**src/rtl/memb_stream_reader.sv**
```systemverilog
// Memory-B read-out engine: reads every location in address order and streams
// each word on a valid/ready interface with sign/last tags and a running sum.
module memb_stream_reader #(
  parameter int WIDTH      = 8,
  parameter int DEPTH_LOG2 = 2
) (
  input  logic                          clk,
  input  logic                          reset,
  input  logic                          start,
  output logic                          RdEnB,
  output logic [DEPTH_LOG2-1:0]         RdAddrB,
  input  logic [WIDTH-1:0]              DOutB,
  output logic [WIDTH-1:0]              DataOut,
  output logic                          DataValid,
  input  logic                          DataReady,
  output logic                          Sign,
  output logic                          Last,
  output logic                          Busy,
  output logic                          Done,
  output logic [WIDTH+DEPTH_LOG2-1:0]   Sum
);

  localparam int SUM_W = WIDTH + DEPTH_LOG2;
  localparam logic [DEPTH_LOG2-1:0] LAST_ADDR = '1;

  typedef enum logic [2:0] {
    S_IDLE,
    S_ISSUE,
    S_CAPTURE,
    S_SEND,
    S_DONE
  } state_e;

  state_e                  state_q, state_d;
  logic [DEPTH_LOG2-1:0]   cnt_q, cnt_d;
  logic [WIDTH-1:0]        data_q, data_d;
  logic [SUM_W-1:0]        sum_q, sum_d;
  logic                    at_last;
  logic [SUM_W-1:0]        data_ext;

  assign at_last  = (cnt_q == LAST_ADDR);
  assign data_ext = {{DEPTH_LOG2{data_q[WIDTH-1]}}, data_q};

  // NOTE: every always_comb target gets a default first so no path leaves it unassigned (no latch).
  always_comb begin
    state_d = state_q;
    cnt_d   = cnt_q;
    data_d  = data_q;
    sum_d   = sum_q;
    unique case (state_q)
      S_IDLE: begin
        if (start) begin
          sum_d   = '0;
          cnt_d   = '0;
          state_d = S_ISSUE;
        end
      end
      S_ISSUE:   state_d = S_CAPTURE;
      S_CAPTURE: begin
        data_d  = DOutB;
        state_d = S_SEND;
      end
      S_SEND: begin
        // The word is held until the consumer takes it; no new read meanwhile.
        if (DataReady) begin
          sum_d = sum_q + data_ext;
          if (at_last) begin
            state_d = S_DONE;
          end else begin
            cnt_d   = cnt_q + 1'b1;
            state_d = S_ISSUE;
          end
        end
      end
      S_DONE:  state_d = S_IDLE;
      default: state_d = S_IDLE;
    endcase
  end

  // NOTE: sequential state uses non-blocking assignments so all registers update together.
  always_ff @(posedge clk) begin
    if (!reset) begin
      state_q <= S_IDLE;
      cnt_q   <= '0;
      data_q  <= '0;
      sum_q   <= '0;
    end else begin
      state_q <= state_d;
      cnt_q   <= cnt_d;
      data_q  <= data_d;
      sum_q   <= sum_d;
    end
  end

  // Outputs are decoded from registered state only.
  assign RdEnB     = (state_q == S_ISSUE);
  assign RdAddrB   = cnt_q;
  assign DataOut   = data_q;
  assign DataValid = (state_q == S_SEND);
  assign Sign      = data_q[WIDTH-1];
  assign Last      = (state_q == S_SEND) && at_last;
  assign Busy      = (state_q != S_IDLE);
  assign Done      = (state_q == S_DONE);
  assign Sum       = sum_q;

endmodule

```
**config.mk**
```make
export PLATFORM = sky130hd
export DESIGN_NAME = memb_stream_reader
export DESIGN_NICKNAME = d
export VERILOG_FILES = /design/src/rtl/memb_stream_reader.sv
export SDC_FILE = /design/constraint.sdc
export NUM_CORES = 1
export LEC_CHECK = 0
export CORE_MARGIN = 5
export CORE_UTILIZATION = 25
export DETAILED_ROUTE_END_ITERATION = 7
export SLEW_MARGIN = 30
export SYNTH_ARGS = -nofsm -noshare
export SYNTH_HDL_FRONTEND = slang
export SYNTH_SLANG_ARGS = --single-unit
```
**constraint.sdc**
```tcl
create_clock -name clk -period 4.1 [get_ports clk]
set_input_delay 0.82 -clock clk [delete_from_list [all_inputs] [get_ports clk]]
set_output_delay 0.82 -clock clk [all_outputs]
set_load 0.01 [all_outputs]
```
# Yosys cells after proc, flatten, opt, wreduce, memory -nomap -nowiden
# Cells that the tools add are included.
classes:
  eq_ne: 8
  reduce_logical: 7
  mux: 11
  n_addsub: 2
op_table:
  columns: ["op", "count"]
  rows:
  - ["10-bit two-way mux", 2]
  - ["10-bit case mux with 2 select lines", 1]
  - ["3-bit case mux with 4 select lines", 1]
  - ["10-bit adder", 1]
  - ["3-bit two-way mux", 3]
  - ["3-bit by 2-bit == test with 1-bit output, second input constant", 2]
  - ["2-bit two-way mux", 3]
  - ["2-bit != test, second input constant", 2]
  - ["2-bit case mux with 2 select lines", 1]
  - ["4-bit AND reduction", 1]
  - ["3-bit by 1-bit == test with 1-bit output, second input constant", 1]
  - ["3-bit == test, second input constant", 1]
  - ["3-bit zero test", 1]
  - ["3-bit AND reduction", 1]
  - ["3-bit nonzero test", 1]
  - ["2-bit by 1-bit adder with 2-bit output, second input constant", 1]
  - ["2-bit == test, second input constant", 1]
  - ["2-bit by 1-bit != test with 1-bit output, second input constant", 1]
  - ["2-bit AND reduction", 1]
  - ["2-bit nonzero test", 1]
  - ["1-bit logical AND", 1]
word_totals:
  inputBits: 12
  word_cells: 32
  regBits: 23
  output_inout_bits: 26

# Longest topological paths before layout
# Gate-level depths: netlist of run 1.
depth:
  word_depth: 4
  depth_mapped: 9
  ltp_nobuf: 9

# Worst setup path before layout of run 1
# OpenSTA, ideal clock, no wires.
synth_path:
  path_type: "reg-to-reg"
  startpoint: "reg data_q[3], in the netlist DataOut[3]"
  endpoint: "reg sum_q[9], in the netlist Sum[9]"
  setup_slack_ns: 2.087
  setup_time_ns: 0.120
  stages_incl_launch_ff: 8
  required_time_ns: 3.980
  path_buffers: 0
  t_arrival_ns: 1.893
  synth_period_minus_slack_ns: 2.013
  path_cell_list: "dfxtp_1 ha_1 a21o_1 a21oi_2 a211oi_1 or3_1 and4b_1 o31a_1"
synth_between:
  elab_chain_len: 3
synth_lines:
  columns: ["item", "line", "source"]
  rows:
  - ["from (decl)", "36", "logic [WIDTH-1:0] data_q, data_d;"]
  - ["from (signal assigned)", "90", "data_q <= data_d;"]
  - ["10-bit adder", "66", "sum_d = sum_q + data_ext;"]
  - ["10-bit two-way mux", "65", "if (DataReady) begin"]
  - ["10-bit case mux with 2 select lines", "50", "unique case (state_q)"]
  - ["to (signal assigned)", "91", "sum_q <= sum_d;"]
  - ["to (decl)", "37", "logic [SUM_W-1:0] sum_q, sum_d;"]
# Every way passes these cells. The select of a mux whose other input is x is not followed.
# A chain may end at the register's enable or synchronous reset.

# Worst setup path after layout of run 1
layout_path:
  startpoint: "reg state_q[0]"
  endpoint: "out Last"
layout_between:
  elab_chain_len: 2
layout_lines:
  columns: ["item", "line", "source"]
  rows:
  - ["from (decl)", "34", "state_e state_q, state_d;"]
  - ["from (signal assigned)", "88", "state_q <= state_d;"]
  - ["3-bit by 2-bit == test with 1-bit output", "101", "assign Last = (state_q == S_SEND) && at_last;"]
  - ["1-bit logical AND", "101", null]
  - ["to (decl)", "17", "output logic Last,"]
# Every way passes these cells.

==> results of run 1 <==
[flip-flops by register name (all words and copies together) (netlist names)]
register	flops
Sum	10
RdAddrB	2
state_q	3
DataOut	8
[critical path, cell delays in order (launching register included)]
cell             delay, ns
dfxtp_1               0.47
and3b_1               0.26
and2_1                0.15
clkdlybuf4s50_1       0.53
[stage by stage]
step	instance area, um^2	setup WS (ns)	hold WS (ns)	power [mW]
after floorplan	1310	2.09	0.509	0.294
after CTS	1800	1.58	0.509	0.477
after global routing	1800	1.50	0.537	0.499
after detailed placement	1750	1.55	0.502	0.335
after global placement	1750	1.58	0.495	0.334
final	1800	1.61	0.505	0.470
[power by group through the flow]
stage / combinational (mW) / sequential [mW] / clock (mW)
6_report: 0.0874 / 0.241 / 0.142
5_1_grt: 0.0973 / 0.242 / 0.159
4_1_cts: 0.0894 / 0.241 / 0.147
3_5_place_dp: 0.0889 / 0.246 / 0
3_3_place_gp: 0.0883 / 0.245 / 0
2_1_floorplan: 0.0479 / 0.246 / 0
[per-layer routing]
| layer | track usage (%) | vias to the layer above | routed length, um |
|---|---|---|---|
| li1 | - | 587 | - |
| met1 | 12.3 | 523 | 1450 |
| met2 | 16.1 | 27 | 1360 |
| met3 | 2.17 | 2 | 150 |
| met4 | 2.99 | 0 | 24 |
| met5 | 0 | - | 0 |
[cell type report]
class                           count  area [um^2]
Tap cell                           70         87.6
Timing Repair Buffer               37          370
Clock buffer                        4         45.0
Sequential cell                    23          460
Multi-Input combinational cell    112          811
Fill cell                         561         3310
Inverter                            6         22.5
[how the worst max path moves through the flow]
stage,from,endpoint,slack (ns),cells past startpoint
5_1_grt,state_q[1],Last,1.50,3
2_1_floorplan,DataOut[3],Sum[9],2.09,7
6_report,state_q[0],Last,1.61,3
3_3_place_gp,DataReady,Sum[9],1.58,6
3_5_place_dp,DataReady,Sum[9],1.55,6
4_1_cts,state_q[0],Last,1.58,3
[cell families (layout without fill, tap and decap cells)]
logic type               count (synthesis)  count (layout)  share of synthesized area, %
adder cells (fa/ha/maj)                 11              11                          11.1
multiplexers                             8               8                          6.11
flip-flops                              23              23                          35.1
AO/OA/AOI/OAI                           28              28                          13.9
buffers and inverters                   12              47                          3.82
XOR/XNOR                                 6               6                          4.01
AND/OR/NAND/NOR                         59              59                          25.9
[placed cells by master (no fill, tap or decap), drive strengths merged, types with 3 or more instances in the layout]
cell type      synthesis  layout
o21ai                  4       4
nand2                  8       8
or3                    3       3
mux2i                  8       8
nand3                  5       5
and2                   4       4
nor3b                  3       3
ha                    10      10
a21o                   3       3
a21oi                  8       8
dfxtp                 23      23
clkbuf                 4       4
inv                    6       6
clkdlybuf4s50          0      37
a22oi                  6       6
nor2                   6       6
nor2b                 17      17
xnor2                  4       4
==> metrics, run 1 <==
CTS tree built; Synthesis Warnings 0; total die area 6790 um^2; Post-synth EDFFs 0; Setup crit end kind output pin; logic gate share of total power 18.6%; count of placed standard cells including taps 248; share of the yosys chip area belonging to registers 35.1%; length of the first detailed-routing pass in iterations 4; residual overflow from global routing 0; # Max-Cap Violations 0; skew final approximately 0.0015 ns; via total after detailed routing 1139; fraction of final layout cells with drive strength greater than 1 3.30%; n_diodes 0; crit path DAT around 1.7 ns; number of core rows 26; global routing usage summed across all routing layers roughly a tenth; outcome finished, final reports clean; Finish-stage setup viols 0; dominant cell by count in the synthesized netlist dfxtp_1; final critical path time including I/O delays and setup 2.49 ns; switching power total 0.121 mW; worst reg2reg path endpoint Sum[9]; Detail Route Antenna Nets 0; buffer type at the clock tree root clkbuf_8; cell count after synthesis 147; number of top-level design ports 38; Clock Tree Buf Depth 2; vias per cell between 4 and 5; most instantiated flip-flop cell in the synthesis netlist dfxtp_1; final number of hold-violating endpoints 0; synth cell count leaders dfxtp_1 (23), nor2b_1 (17), ha_1 (10); die height 82.4 um; path type of the worst setup path register to output pin; cts hold-fix bufs 0; Cells on Worst Hold Path 2; Port Buf Inserts 37; class of the most critical hold timing path register to register; Sinks on Clock Net 23; Mapped Area 1310 um^2; Clock transition at path regs 0.08 ns; initial standard-cell utilization of the core around 26%; total negative setup slack 0 ns; antenna violations before repair 0; top cell type's share of synthesized area 35.1%; Hold Crit Endpoint Sum[6]; DRT Wirelength about 3.0 mm; share of total power in sequential cells approximately half; startpoint types register; switching share of total power 25.8%; share of power burned in the clock network a little under a third; syn avg cell area 8.91 um^2; highest net fanout along the worst path 7; relative max-transition margin 43.3%; Synth Register Bits 23; area inside the core boundary 5110 um^2; number of H-tree branching levels 1; post-DR wirelength/cell 11.8 um; share of the cycle needed by the critical path after routing 60.8%; ranking of synthesized cells by area dfxtp_1 (35%), ha_1 (9.6%), nor2b_1 (8.1%); die width 82.4 um; worst reg2reg path startpoint DataOut[3]; startpoint of the lowest-slack hold path Sum[6]; final core area utilization 35.2%; register-to-register setup slack between 2 and 2.5 ns; wire length of the first global-routing pass between 5 and 6 mm; DRC violation count after routing 0; NumNets Final 206; highest attainable clock frequency around 400 MHz; clock latency reported for the late side of the worst-skew pair ~0.26 ns; final instance count without filler cells 252; buffers inserted by post-CTS timing repair 0; Worst Tran Pin Value 0.848 ns; total internal power around 0.35 mW; number of global-route vias before repair 1130; Post-DP HPWL 2.22 mm; DRC violation total after the first TritonRoute iteration 38; maximum number of pins on one net before global-route repair 26; Required @ worst endpoint approximately 3.3 ns; P&R area growth vs syn 37.2%; peak ir drop on the vdd network 126 uV; Resized Gates After CTS 0; pwr/cell area 262 nW/um^2; clock buffer count from CTS 3; post-synthesis net count 170; ys async rst share 0%; depth of the worst register-to-register path 7; post-synthesis cell type with the largest combined area dfxtp_1; count of final max-slew check failures 0; unrepaired setup endpoints after global routing false; Leakage Power roughly 0.67 nW; routability congestion estimate from global placement 0.784; distinct cell type count of the synthesized netlist 38
Power figures use the tool's default switching activity.
==> run 2, diff against run 1 <==
- clock period: 4.1 -> 2.6 ns (I/O delays scaled with it)
==> run 2 against run 1 <==
  * Total power is 59% higher
  * Clock power is 58% higher
  * Worst hold slack better by 0.00088 ns
  * Critical path depth stayed put
  * Global-route usage is 0.095 points higher
  * Core utilization is 0.34 points higher
  * Wire length is 2.3% higher
  * Flip-flop and latch count stayed put
  * Setup slack worse by 1.2 ns
  * Via count is 0.44% lower
  * Final cell count is 1.2% higher
  * Largest power group unchanged
  * Highest routed layer unchanged
==> metrics, run 2 (synthesis results as in run 1) <==
die width 82.4 um; number of global-route vias before repair 1145; end of the critical path Last; Worst Tran Pin Value 0.466 ns; crit path DAT 1.63 ns; commonest non-fill, non-tap cell in the layout clkdlybuf4s50_1; buffers inserted by post-CTS timing repair 0; DRT Wirelength 3.05 mm; count of final max-slew check failures 0; final critical path time including I/O delays and setup 2.15 ns; NumNets Final 209; area inside the core boundary 5110 um^2; Worst setup startpoint state_q[0]; outcome finished, final reports clean; residual overflow from global routing 0; CTS tree built; total negative setup slack 0 ns; DRC violation total after the first TritonRoute iteration 27; worst reg2reg path endpoint Sum[9]; Finish-stage setup viols 0; maximum number of pins on one net before global-route repair 14; total die area between 6000 and 7000 um^2; fraction of final layout cells with drive strength greater than 1 5.41%; Leakage Power 0.693 nW; cell with the biggest individual delay on the critical path clkdlybuf4s50_1; relative max-transition margin 69.0%; P&R area growth vs syn 38.5%; die height 82.4 um; cell-by-cell listing of the critical path and3b_1 > and2_1 > clkdlybuf4s50_1; Setup crit end kind output pin; register-to-register setup slack about 0.54 ns; final core area utilization a little over a third; pwr/cell area about 410 nW/um^2; depth of the worst register-to-register path 7; number of top-level design ports 38; final number of hold-violating endpoints 0; via total after detailed routing around 1100; Max stage delay on crit path 0.53 ns; number of H-tree branching levels 1; startpoint types register; Post-DP HPWL approximately 2.4 mm; n_diodes 0; Resized Gates After CTS 0; initial standard-cell utilization of the core 25.6%; Clock Tree Buf Depth 2; number of flip-flops under the largest register name 10; most frequent cells in the layout clkdlybuf4s50_1 (37), dfxtp_1 (23), nor2b_1 (17); worst reg2reg path startpoint DataOut[3]; final instance area 1810 um^2; highest net fanout along the worst path 7; number of core rows 26; buffer type at the clock tree root clkbuf_8; DP Area roughly 1800 um^2; wire length of the first global-routing pass 5.15 mm; antenna violations before repair 0; Required @ worst endpoint between 2 and 2.5 ns; DRC violation count after routing 0; skew final 0.00613 ns; Clock transition at path regs about 0.090 ns; # Max-Cap Violations 0; peak ir drop on the vdd network approximately 220 uV; length of the first detailed-routing pass in iterations 2; share of the cycle needed by the critical path after routing 82.8%; clock latency reported for the late side of the worst-skew pair about 0.26 ns; highest attainable clock frequency about 460 MHz; post-DR wirelength/cell 12.0 um; routability congestion estimate from global placement 0.817; Port Buf Inserts 37; path type of the worst setup path register to output pin; class of the most critical hold timing path register to register; unrepaired setup endpoints after global routing false; Sinks on Clock Net 23; global routing usage summed across all routing layers 9.75%; vias per cell approximately 4.4; Detail Route Antenna Nets 0; cts hold-fix bufs 0; clock buffer count from CTS 3
run 2: cell count changes in the layout (fill, tap and decap cells not counted):
cell      previous run  this run
nor3b_2              0         1
clkbuf_1             1         0
buf_4                0         3
clkinv_2             0         1
nor3b_4              1         0
run 2: layer usage:
metal / global-route usage (%) / part of all wire, %
met2: 16.5 / 46
met4: 3.49 / 0.79
met1: 12.2 / 50
met3: 1.84 / 3.8
met5: 0 / 0
run 2: how the worst min path moves through the flow:
stage | start | endpoint | slack, ns | depth (start not counted)
global placement | Sum[6] | Sum[6] | 0.48 | 2
CTS | Sum[1] | Sum[1] | 0.51 | 2
global route | Sum[6] | Sum[6] | 0.53 | 2
detailed placement | Sum[6] | Sum[6] | 0.50 | 2
floorplan | Sum[6] | Sum[6] | 0.51 | 2
finish | Sum[6] | Sum[6] | 0.51 | 2
run 2: area by class of cell:
type	instances	area [um^2]
Fill cell	543	3290
Multi-Input combinational cell	112	805
Sequential cell	23	460
Timing Repair Buffer	40	393
Tap cell	70	87.6
Clock buffer	3	41.3
Inverter	6	22.5
Clock inverter	1	5.00
run 2: critical path: cells and delay by family, from the launching register on:
family	cells	cell delay (ns)
buffers and inverters	1	0.53
AND/OR/NAND/NOR	2	0.40
flip-flops	1	0.44
run 2: metrics by stage:
step           total power, mW  hold slack [ns]  setup WS [ns]  instances
3_3_place_gp             0.532            0.484          0.565        251
3_5_place_dp             0.533            0.499          0.536        251
6_report                 0.747            0.506          0.447        255
4_1_cts                  0.762            0.512          0.439        255
2_1_floorplan            0.463            0.509          0.587        147
5_1_grt                  0.794            0.525          0.366        255
run 2: power breakdown:
group	switching (mW)	internal [mW]
combinational	0.0641	0.0794
clock	0.118	0.107
sequential	0.0141	0.364
total	0.196	0.551
==> run 3, diff against run 2 <==
- clock period: 2.6 -> 1.8 ns (I/O delays scaled with it)
==> run 3 against run 2 <==
  * The flow now finishes with violations (negative setup slack)
  * Die area unchanged
  * Global-route usage rose by 0.58 points
  * Largest cell class unchanged
  * Register-to-register slack lost 0.65 ns
  * Sequential share of layout area decreased by 3.0 points
  * Sequential power grew 44%
  * Clock power is 43% higher
  * Setup slack worse by 0.56 ns
  * Core utilization increased by 6.8 points
  * Largest power group unchanged
  * Count of clock-buffer cells in the layout grew 1
  * Critical endpoint is now Sum[9]
==> metrics, run 3 (synthesis results as in run 1) <==
Required @ worst endpoint around 2.0 ns; number of flip-flops under the largest register name 10; number of H-tree branching levels 1; count of final max-slew check failures 0; highest attainable clock frequency 523 MHz; startpoint types register; routability congestion estimate from global placement 0.849; Clock Tree Buf Depth 2; DP Area 2040 um^2; vias per cell 4.38; global routing usage summed across all routing layers 10.3%; die width 82.4 um; buffer type at the clock tree root clkbuf_8; Finish-stage setup viols 1; count of placed standard cells including taps between 200 and 300; skew final 0.00218 ns; storage element area 484 um^2; CTS tree built; final instance area 2160 um^2; post-DR wirelength/cell 11.4 um; NumNets Final 242; pwr/cell area 518 nW/um^2; total area of multi-input combinational cells 880 um^2; antenna violations before repair 0; Port Buf Inserts 37; crit path DAT 2.07 ns; final number of hold-violating endpoints 0; Leakage Power 0.901 nW; n_diodes 0; Clock transition at path regs 0.08 ns; commonest non-fill, non-tap cell in the layout buf_4; highest net fanout along the worst path 2; relative max-transition margin 71.7%; maximum number of pins on one net before global-route repair 13; setup slack after layout -0.112 ns; peak ir drop on the vdd network between 200 and 250 uV; clock latency reported for the late side of the worst-skew pair 0.26 ns; path type of the worst setup path register to register; wire length of the first global-routing pass 5.46 mm; initial standard-cell utilization of the core between 20% and 30%; violations in the final reports negative setup slack; Setup crit end kind register; number of global-route vias before repair approximately 1300; unrepaired setup endpoints after global routing true; Detail Route Antenna Nets 0; Worst Tran Pin Value 0.423 ns; via total after detailed routing 1260; number of core rows 26; clock buffer count from CTS 3; DRT Wirelength 3.27 mm; share of the cycle needed by the critical path after routing 106%; final instance count without filler cells 288; Post-DP HPWL 2.48 mm; P&R area growth vs syn 65.0%; most frequent cells in the layout buf_4 (36), clkdlybuf4s50_1 (33), nor2b_1 (17); number of top-level design ports 38; total die area between 6000 and 7000 um^2; final critical path time including I/O delays and setup 1.91 ns; length of the first detailed-routing pass in iterations 3; DRC violation count after routing 0; area inside the core boundary 5110 um^2; die height about 82 um; class of the most critical hold timing path register to register; Sinks on Clock Net 23; DRC violation total after the first TritonRoute iteration 26; residual overflow from global routing 0; outcome finished with violations; # Max-Cap Violations 0; fraction of final layout cells with drive strength greater than 1 30.7%; count of filler cells inserted in the layout between 500 and 600
## run 3: changes by cell type in the layout (fill, tap and decap cells not counted), sizes merged
cell and change:
buf +33, clkbuf +1, clkdlybuf4s50 -4, clkinv -1, dlygate4sd2 +2, dlymetal6s2s +2
## run 3: area by class of cell
type                            instances  area share [%]
Timing Repair Buffer                   73            29.7
Tap cell                               70            4.05
Multi-Input combinational cell        112            40.7
Inverter                                6            1.04
Sequential cell                        23            22.4
Clock buffer                            4            2.08
## run 3: where the power goes
part           leakage (nW)  internal, mW  switching [mW]
sequential            0.193         0.525          0.0205
combinational         0.685         0.149           0.105
clock                0.0228         0.158           0.163
total                 0.901         0.832           0.289
## run 3: final timing paths
kind              start          to  slack (ns)  cells past startpoint
max              Sum[6]      Sum[9]       -0.11                      7
min reg2reg  state_q[1]  state_q[0]        0.57                      2
max reg2reg      Sum[6]      Sum[9]       -0.11                      7
min          state_q[1]  state_q[0]        0.57                      2
## run 3: layer usage
layer / vias to the layer above / global-route usage [%] / part of all wire [%]
li1: 660 / - / -
met1: 574 / 12.6 / 46
met2: 22 / 17.9 / 48
met3: 4 / 2.71 / 5.6
met4: 0 / 2.49 / 0.95
met5: - / 0 / 0
## run 3: what timing repair did
item,4_1_cts,5_1_grt
resized for setup,10,10
pin swaps,2,6
hold buffers,0,0
buffers inserted,0,3
setup endpoints to repair,8,6
endpoints found under the hold margin,0,0
cloned,0,0
## run 3: through the flow
| stage | setup slack (ns) | util (%) | power [mW] | setup TNS (ns) | hold slack, ns |
|---|---|---|---|---|---|
| global placement | -0.0792 | 40.0 | 0.807 | -0.599 | 0.558 |
| detailed placement | -0.0970 | 40.0 | 0.808 | -0.688 | 0.566 |
| global route | -0.165 | 42.3 | 1.19 | -0.292 | 0.605 |
| floorplan | -0.0335 | - | 0.671 | -0.0335 | 0.481 |
| CTS | -0.0732 | 41.1 | 1.14 | -0.0732 | 0.564 |
| finish | -0.112 | 42.3 | 1.12 | -0.112 | 0.571 |
## run 3: critical path: stages (launching register included)
cell	delay, ns
dfxtp_4	0.36
ha_4	0.23
a21o_1	0.18
a21oi_2	0.14
o21bai_1	0.08
or3_1	0.39
and4b_1	0.18
o31a_1	0.26
